==> config.mk <==
export PLATFORM = sky130hd
export DESIGN_NAME = pipe_rx_packer
export DESIGN_NICKNAME = d
export VERILOG_FILES = /design/src/rtl/pipe_pkg.sv /design/src/rtl/pipe_rx_sym_check.sv /design/src/rtl/pipe_rx_packer.sv
export SDC_FILE = /design/constraint.sdc
export NUM_CORES = 1
export LEC_CHECK = 0
export ABC_AREA = 1
export CORE_UTILIZATION = 34
export DETAILED_ROUTE_END_ITERATION = 16
export GPL_TIMING_DRIVEN = 1
export PLACE_DENSITY = 0.72
export SYNTH_ARGS = -nofsm -noshare
export SYNTH_HDL_FRONTEND = slang
export SYNTH_SLANG_ARGS = --single-unit
==> constraint.sdc <==
create_clock -name PCLK -period 0.8 [get_ports PCLK]
set_input_delay 0.08 -clock PCLK [delete_from_list [all_inputs] [get_ports PCLK]]
set_output_delay 0.08 -clock PCLK [all_outputs]
set_load 0.005 [all_outputs]
==> src/rtl/pipe_pkg.sv <==
// pipe_pkg
// Shared definitions for the PIPE receive packer: the RxStatus codes, the
// K28.5 (COM) and K30.7 (EDB) symbol values, the lock FSM state enum and a
// helper that picks the RxStatus code from the accumulated error flags.
// No ports (package).
package pipe_pkg;

  localparam logic [2:0] RXSTAT_OK      = 3'b000;
  localparam logic [2:0] RXSTAT_DECERR  = 3'b100;
  localparam logic [2:0] RXSTAT_DISPERR = 3'b111;

  localparam logic [7:0] K28_5 = 8'hBC;  // COM, alignment symbol
  localparam logic [7:0] K30_7 = 8'hFE;  // EDB, substitute for bad symbols

  typedef enum logic {
    UNLOCKED = 1'b0,
    LOCKED   = 1'b1
  } rxLockState_t;

  // A decode error anywhere in the word outranks a disparity error.
  function automatic logic [2:0] rxStatusCode(input logic anyDecErr,
                                              input logic anyDispErr);
    if (anyDecErr) begin
      return RXSTAT_DECERR;
    end
    if (anyDispErr) begin
      return RXSTAT_DISPERR;
    end
    return RXSTAT_OK;
  endfunction

endpackage

==> src/rtl/pipe_rx_sym_check.sv <==
// pipe_rx_sym_check
// Purely combinational classification of one decoded symbol: substitutes
// EDB (K=1) for symbols carrying a decode error, passes the error flags on,
// and (only when PIPE_RX_COM_ALIGN_EN is defined) flags a clean COM symbol.
// Ports:
//   symData    in  8  decoded symbol
//   symK       in  1  symbol is a K-code
//   symDecErr  in  1  code violation on this symbol
//   symDispErr in  1  disparity error on this symbol
//   isCom      out 1  clean COM symbol (PIPE_RX_COM_ALIGN_EN builds only)
//   storeByte  out 8  byte to store in the word
//   storeK     out 1  K flag to store with it
//   decFlag    out 1  decode error for status accumulation
//   dispFlag   out 1  disparity error for status accumulation
module pipe_rx_sym_check #(
  parameter logic [7:0] COM_SYMBOL = 8'hBC,
  parameter logic [7:0] EDB_SYMBOL = 8'hFE
) (
  input  logic [7:0] symData,
  input  logic       symK,
  input  logic       symDecErr,
  input  logic       symDispErr,
`ifdef PIPE_RX_COM_ALIGN_EN
  output logic       isCom,
`endif
  output logic [7:0] storeByte,
  output logic       storeK,
  output logic       decFlag,
  output logic       dispFlag
);

`ifdef PIPE_RX_COM_ALIGN_EN
  // A COM damaged by either error must not be trusted for alignment.
  assign isCom = symK && (symData == COM_SYMBOL) && !symDecErr && !symDispErr;
`else
  logic unusedComSymbol;
  assign unusedComSymbol = ^COM_SYMBOL;
`endif

  assign storeByte = symDecErr ? EDB_SYMBOL : symData;
  assign storeK    = symDecErr | symK;
  assign decFlag   = symDecErr;
  assign dispFlag  = symDispErr;

endmodule

==> src/rtl/pipe_rx_packer.sv <==
// pipe_rx_packer
// Packs decoded 8b/10b symbols into DATA_WIDTH-bit PIPE receive words with
// per-byte K flags and a per-word RxStatus, and tracks symbol lock.
// Optional feature macro PIPE_RX_COM_ALIGN_EN: lock only on a clean COM and
// realign the word boundary on every COM; when undefined the first valid
// symbol locks and packing is free-running.
// Ports:
//   PCLK         in  1             clock, rising edge
//   Reset        in  1             asynchronous active-high reset
//   SymData      in  8             decoded symbol
//   SymK         in  1             symbol is a K-code
//   SymValid     in  1             symbol qualifier
//   SymDecErr    in  1             code violation flag
//   SymDispErr   in  1             disparity error flag
//   RxElecIdle   in  1             electrical idle, forces unlock
//   RxData       out DATA_WIDTH    packed word, byte 0 earliest
//   RxDataK      out DATA_WIDTH/8  per-byte K flags
//   RxWordStrobe out 1             one-cycle pulse per new word
//   RxValid      out 1             symbol lock
//   RxStatus     out 3             status of the strobed word
module pipe_rx_packer
  import pipe_pkg::*;
#(
  parameter int         DATA_WIDTH = 8,
  parameter logic [7:0] COM_SYMBOL = K28_5,
  parameter logic [7:0] EDB_SYMBOL = K30_7
) (
  input  logic                    PCLK,
  input  logic                    Reset,
  input  logic [7:0]              SymData,
  input  logic                    SymK,
  input  logic                    SymValid,
  input  logic                    SymDecErr,
  input  logic                    SymDispErr,
  input  logic                    RxElecIdle,
  output logic [DATA_WIDTH-1:0]   RxData,
  output logic [DATA_WIDTH/8-1:0] RxDataK,
  output logic                    RxWordStrobe,
  output logic                    RxValid,
  output logic [2:0]              RxStatus
);

  localparam int NB   = DATA_WIDTH / 8;
  localparam int IDXW = (NB > 1) ? $clog2(NB) : 1;
  localparam logic [IDXW-1:0] LAST_IDX = IDXW'(NB - 1);

  rxLockState_t          stateReg, stateNext;
  logic [IDXW-1:0]       idxReg, idxNext;
  logic [DATA_WIDTH-1:0] dataAccReg, dataAccNext;
  logic [NB-1:0]         kAccReg, kAccNext;
  logic                  decAccReg, decAccNext;
  logic                  dispAccReg, dispAccNext;
  logic [DATA_WIDTH-1:0] rxDataReg, rxDataNext;
  logic [NB-1:0]         rxDataKReg, rxDataKNext;
  logic [2:0]            rxStatusReg, rxStatusNext;
  logic                  strobeReg, strobeNext;

  logic                  accept;
  logic [IDXW-1:0]       slot;
  logic [NB-1:0]         byteSel;

  logic [7:0]            storeByte;
  logic                  storeK;
  logic                  decFlag;
  logic                  dispFlag;
`ifdef PIPE_RX_COM_ALIGN_EN
  logic                  isCom;
  logic                  realign;
`endif

  pipe_rx_sym_check #(
    .COM_SYMBOL (COM_SYMBOL),
    .EDB_SYMBOL (EDB_SYMBOL)
  ) symCheck (
    .symData    (SymData),
    .symK       (SymK),
    .symDecErr  (SymDecErr),
    .symDispErr (SymDispErr),
`ifdef PIPE_RX_COM_ALIGN_EN
    .isCom      (isCom),
`endif
    .storeByte  (storeByte),
    .storeK     (storeK),
    .decFlag    (decFlag),
    .dispFlag   (dispFlag)
  );

  // One-hot lane select for the byte slot being written this cycle.
  genvar gi;
  generate
    for (gi = 0; gi < NB; gi++) begin : gByteSel
      assign byteSel[gi] = (slot == IDXW'(gi));
    end
  endgenerate

  always_ff @(posedge PCLK or posedge Reset) begin
    if (Reset) begin
      stateReg    <= UNLOCKED;
      idxReg      <= '0;
      dataAccReg  <= '0;
      kAccReg     <= '0;
      decAccReg   <= 1'b0;
      dispAccReg  <= 1'b0;
      rxDataReg   <= '0;
      rxDataKReg  <= '0;
      rxStatusReg <= RXSTAT_OK;
      strobeReg   <= 1'b0;
    end else begin
      stateReg    <= stateNext;
      idxReg      <= idxNext;
      dataAccReg  <= dataAccNext;
      kAccReg     <= kAccNext;
      decAccReg   <= decAccNext;
      dispAccReg  <= dispAccNext;
      rxDataReg   <= rxDataNext;
      rxDataKReg  <= rxDataKNext;
      rxStatusReg <= rxStatusNext;
      strobeReg   <= strobeNext;
    end
  end

  always_comb begin
    stateNext    = stateReg;
    idxNext      = idxReg;
    dataAccNext  = dataAccReg;
    kAccNext     = kAccReg;
    decAccNext   = decAccReg;
    dispAccNext  = dispAccReg;
    rxDataNext   = rxDataReg;
    rxDataKNext  = rxDataKReg;
    rxStatusNext = rxStatusReg;
    strobeNext   = 1'b0;
    accept       = 1'b0;
    slot         = idxReg;
`ifdef PIPE_RX_COM_ALIGN_EN
    realign      = 1'b0;
`endif

    if (RxElecIdle) begin
      // Idle outranks everything, including a word-completing symbol.
      stateNext   = UNLOCKED;
      idxNext     = '0;
      decAccNext  = 1'b0;
      dispAccNext = 1'b0;
    end else if (SymValid) begin
      unique case (stateReg)
        UNLOCKED: begin
`ifdef PIPE_RX_COM_ALIGN_EN
          if (isCom) begin
            stateNext = LOCKED;
            accept    = 1'b1;
            slot      = '0;
          end
`else
          stateNext = LOCKED;
          accept    = 1'b1;
          slot      = '0;
`endif
        end
        LOCKED: begin
          accept = 1'b1;
`ifdef PIPE_RX_COM_ALIGN_EN
          // COM restarts the word at byte 0; any partial word is dropped.
          if (isCom) begin
            realign = 1'b1;
            slot    = '0;
          end
`endif
        end
        default: ;
      endcase
    end

    if (accept) begin
`ifdef PIPE_RX_COM_ALIGN_EN
      if (realign) begin
        decAccNext  = 1'b0;
        dispAccNext = 1'b0;
      end
`endif
      for (int b = 0; b < NB; b++) begin
        if (byteSel[b]) begin
          dataAccNext[b*8 +: 8] = storeByte;
          kAccNext[b]           = storeK;
        end
      end
      decAccNext  = decAccNext | decFlag;
      dispAccNext = dispAccNext | dispFlag;

      if (slot == LAST_IDX) begin
        strobeNext   = 1'b1;
        rxDataNext   = dataAccNext;
        rxDataKNext  = kAccNext;
        rxStatusNext = rxStatusCode(decAccNext, dispAccNext);
        idxNext      = '0;
        decAccNext   = 1'b0;
        dispAccNext  = 1'b0;
      end else begin
        idxNext = slot + IDXW'(1);
      end
    end
  end

  assign RxData       = rxDataReg;
  assign RxDataK      = rxDataKReg;
  assign RxStatus     = rxStatusReg;
  assign RxWordStrobe = strobeReg;
  assign RxValid      = (stateReg == LOCKED);

endmodule

# == Word-level counts from Yosys, hierarchy flattened ==
# Index checks and enable logic that the tools add are counted.
# op_classes
addsub,1
n_mul,0
n_div,0
magnitude_cmp,0
n_eq_ne,0
shifts,0
muxes,32
bitwise_logic,4
n_reduce_logical,3
# op_table
operator,n
two-way mux 1 bit,26
two-way mux 8 bit,2
two-way mux 3 bit,4
nonzero test 2 bit,2
bitwise OR 1 bit,3
AND reduction 2 bit,1
"adder 1 bit, second input constant",1
NOT 1 bit,1
# totals
ff_bits,26
latchBits,0
ram_bits,0
romBits,0
in_bits,15
output_inout_bits,14
elab_cells,50
mem_count,0

# == Depth between registers and ports, before layout ==
# Gate-level depths: netlist of the first run.
# depth
ltp_word,10
ltp_mapped,6
depth_no_buf,6

# == Hierarchy ==
# Synthesis of the first run repeated with hierarchy kept, for this count alone.
# hier_totals
cells_unflattened,87
hier_area_um2,680.7
# by_module_without_submodules
module,n_inst,cells_per_inst,area_per_inst_um2,seq_area_each_um2
pipe_rx_packer,1,66,594.3,375.4
pipe_rx_sym_check,1,21,86.3,0.0

# == Least setup slack after synthesis of the first run ==
# OpenSTA, ideal clock, no wires.
# synth_timing
path_kind,register -> register
start,register decAccReg
end,register rxStatusReg[2] (netlist: RxStatus[2])
setup_ns,0.117
arrival_ns,0.596
t_required_ns,0.683
path_slack_ns,0.087
path_stages_with_launch,5
n_path_buf,0
period_less_slack_ns,0.713
path_cell_list,dfrtp_1 inv_1 nand3_1 nor2_1 nor2_1
# synth_between
elab_chain_cells,6
# synth_lines
element,line_no,text
"start, declared",pipe_rx_packer.sv:51,"logic decAccReg, decAccNext;"
"start signal, assigned",pipe_rx_packer.sv:113,decAccReg <= decAccNext;
two-way mux 1 bit,pipe_rx_packer.sv:139,if (RxElecIdle) begin
bitwise OR 1 bit,pipe_rx_packer.sv:187,decAccNext = decAccNext | decFlag;
two-way mux 1 bit,pipe_pkg.sv:23,if (anyDecErr) begin
two-way mux 1 bit,pipe_rx_packer.sv:190,if (slot == LAST_IDX) begin
two-way mux 1 bit,pipe_rx_packer.sv:174,if (accept) begin
two-way mux 3 bit,pipe_pkg.sv:26,if (anyDispErr) begin
"end signal, assigned",pipe_rx_packer.sv:117,rxStatusReg <= rxStatusNext;
"end, declared",pipe_rx_packer.sv:55,"logic [2:0] rxStatusReg, rxStatusNext;"
# Every way passes these cells. The select of a mux whose other input is x is not followed.
# A chain may end at the register's enable or synchronous reset.

# == Worst setup path in the final report of the first run ==
# layout_timing
start,register rxStatusReg[1] (netlist: RxStatus[1])
end,output RxStatus[1]
# layout_lines
element,line_no,text
"end, declared",pipe_rx_packer.sv:40,output logic [2:0] RxStatus
# No word-level cell between the ends.

==> impl_results.md, run 1 <==
- Status: finished, violations left
- Failing checks: setup timing
- Grt total ovfl: 0
- Max VDD drop: 1020 uV
- Boundary pin count: 29
- Lkg Pwr: 0.476 nW
- Pwr dens: 1720 nW/um2
- Vias in the first global route: 507
- # Max-Cap Violations: 0
- DR WL/cell: 11.0 um
- Most common cell in the netlist: nor2_1
- Die Width: 43.9 um
- Cell taking the most area after synthesis: dfrtp_1
- DR DRC count: 0
- Final setup violation count: 15
- CTS max path bufs: 2
- CTS Buf Count: 3
- Gpl congestion: 0.690
- Layout fillers: 145
- DR vias: 534
- Port bufs: 28
- Final non-filler cell total: 124
- Top routing layer used: met4
- Largest net degree at the start of global routing: 16
- Initial antenna violation count: 0
- Setup TNS Final: -1.09 ns
- Layout Skew: 0.000549 ns
- Proportion of layout cells with a drive suffix above 1: 36.1%
- Placed cells: 115
- Skew-Pair Late Insertion Delay: 0.28 ns
- Drt total wl: 1360 um
- Avg Inst Size Synth: 8.93 um2
- Met1 Wirelength: 590 um
- Synth-to-Final Area Change: 60.0%
- Final period util: 122%
- Max Clk Rate: 1030 MHz
- Clock net sink count: 15
- Syn. warnings: 0
- H-tree depth: 1
- Critical Path Sink Type: output pin
- Worst Path Max Fanout: 2
- Core Util, Final: 60.7%
- Gate Count Post-Synth: 67
- First-pass GRT wire length: 2080 um
- Async SR Flop Fraction: 100%
- Initial core utilization: 37.9%
- Fin. max-slew vios: 0
- CTS tree: yes
- Post-synth top area share: 62.8%
- Seq cells post-synth: 15
- Worst setup margin: -0.172 ns
- Post-synthesis sequential area ratio: 62.8%
- Slew HR: 89.2%
- # diodes: 0
- Nets: 124
- Final hold violations: 0
- Actual slew at the worst max-slew pin: 0.162 ns
- Met3 wire length: 42 um
- Routed Antenna Nets: 0
- Synth cell types: 12
- Core Box Area: 1580 um2
- Full die area: 1930 um2
- Total GRT Usage: 15.4%
- Drt via density: 4.31
- Syn nets: 82
- Chip height: 43.9 um
- Worst-path clk slew: 0.09 ns
- Synthesized area: 598 um2
- Crit path kind: flip-flop to output pin
- Dpl ws: -0.383 ns
- Tmin final: 0.972 ns
- RSZ-0062 raised after global routing: yes
- WP data arrival: 0.89 ns
- Hold Slack: 0.105 ns
- Worst hold path class: input pin to async pin
- Synth Flop Type: dfrtp_1
- Number of enable flip-flop cells after synthesis: 0
- Starting DRT DRC Count: 8
- Synth area leaders: dfrtp_1 (63%), nor2_1 (18%), nand2_1 (5.6%), inv_1 (2.5%), buf_6 (1.9%)
- Most instantiated cells after synthesis: nor2_1 (28), dfrtp_1 (15), nand2_1 (9)
- Cell Rows: 14
- Crit path launch type: flip-flop
- TritonRoute pass-1 iters: 6
- Met2 wire len: 708 um
- Root cell of the clock tree: clkbuf_4
- Hold-fix buffers at CTS: 0
- Hpwl dp: 992 um
- Critical Path RT: 0.72 ns
-- state kept, by name (all words and copies together) (netlist names) --
name and count:
RxValid 1, decAccReg 1, RxStatus 2, RxWordStrobe 1, dataAccReg 4, RxDataK 1, dispAccReg 1, RxData 4
-- stage by stage --
| step | instance area, um2 | total power, W |
|---|---|---|
| 2_1_floorplan | 598 | 0.000989 |
| 3_3_place_gp | 937 | 0.00124 |
| 3_5_place_dp | 937 | 0.00125 |
| 4_1_cts | 942 | 0.00166 |
| 5_1_grt | 957 | 0.00173 |
| 6_report | 957 | 0.00165 |
-- worst paths after layout --
path	start	end	slack [ns]	cells past startpoint
setup / recovery	RxStatus[1]$_DFFE_PP0P_	RxStatus[1]	-0.17	2
hold / removal	Reset	RxWordStrobe$_DFF_PP0_	0.10	3
setup reg to reg	RxStatus[1]$_DFFE_PP0P_	RxStatus[1]$_DFFE_PP0P_	-0.03	4
hold reg to reg	dataAccReg[0]$_DFFE_PP0P_	dataAccReg[0]$_DFFE_PP0P_	0.49	2
max in group asynchronous	Reset	dispAccReg$_DFF_PP0_	0.58	3
min in group PCLK	SymDecErr	dataAccReg[0]$_DFFE_PP0P_	0.14	4
-- kinds of logic after synthesis --
| group | after synthesis | share of synthesized area, % |
|---|---|---|
| AND/OR/NAND/NOR | 43 | 29.7 |
| flip-flops | 15 | 62.8 |
| buffers and inverters | 9 | 7.53 |
-- cells in the final DEF (no fill, tap or decap), types with 2 or more instances in the layout --
master	count
clkdlybuf4s50_1	11
nor2_2	2
clkbuf_4	3
nand2_1	7
dfrtp_1	15
inv_1	3
buf_4	8
inv_2	4
buf_6	3
dlygate4sd2_1	2
buf_2	13
nand2_2	3
nor2_1	27
-- what timing repair did --
item / in CTS / in global routing
resized for setup: 59 / 6
setup endpoints to repair: 23 / 18
pin swaps: 2 / 0
setup buffers: 5 / 1
-- final cells by class --
cell class / count / area [um2] / area share, %
Multi-Input combinational cell: 43 / 190 / 19.9
Tap cell: 16 / 20.0 / 2.09
Inverter: 7 / 26.3 / 2.75
Sequential cell: 15 / 375 / 39.2
Timing Repair Buffer: 39 / 319 / 33.3
Clock buffer: 4 / 26.3 / 2.75
-- critical path, cell delays in order, from the launching register on --
cell     delay, ns
dfrtp_1       0.39
buf_6         0.12
buf_6         0.10
-- routing by layer --
| layer | up-vias | global-route usage [%] |
|---|---|---|
| met5 | - | 0 |
| met4 | 0 | 10.9 |
| met3 | 2 | 2.50 |
| met2 | 12 | 25.7 |
| met1 | 240 | 17.8 |
| li1 | 280 | - |
-- power breakdown --
part	total (W)	switching (W)	internal, W
clock network	0.000432	0.000239	0.000193
registers	0.000859	0.0000335	0.000825
logic	0.000356	0.000144	0.000212
total	0.00165	0.000416	0.00123
No activity file was read; power rests on OpenSTA's default activity.
==> run 2: changes to the inputs <==
--- a/config.mk
+++ b/config.mk
@@ -7,6 +7,7 @@
 export LEC_CHECK = 0
 export ABC_AREA = 1
 export CORE_UTILIZATION = 34
+export CTS_CLUSTER_SIZE = 8
 export DETAILED_ROUTE_END_ITERATION = 16
 export GPL_TIMING_DRIVEN = 1
 export PLACE_DENSITY = 0.72
==> results of run 2 <==
The final DEF is identical to that of run 1; final timing and power are the same.
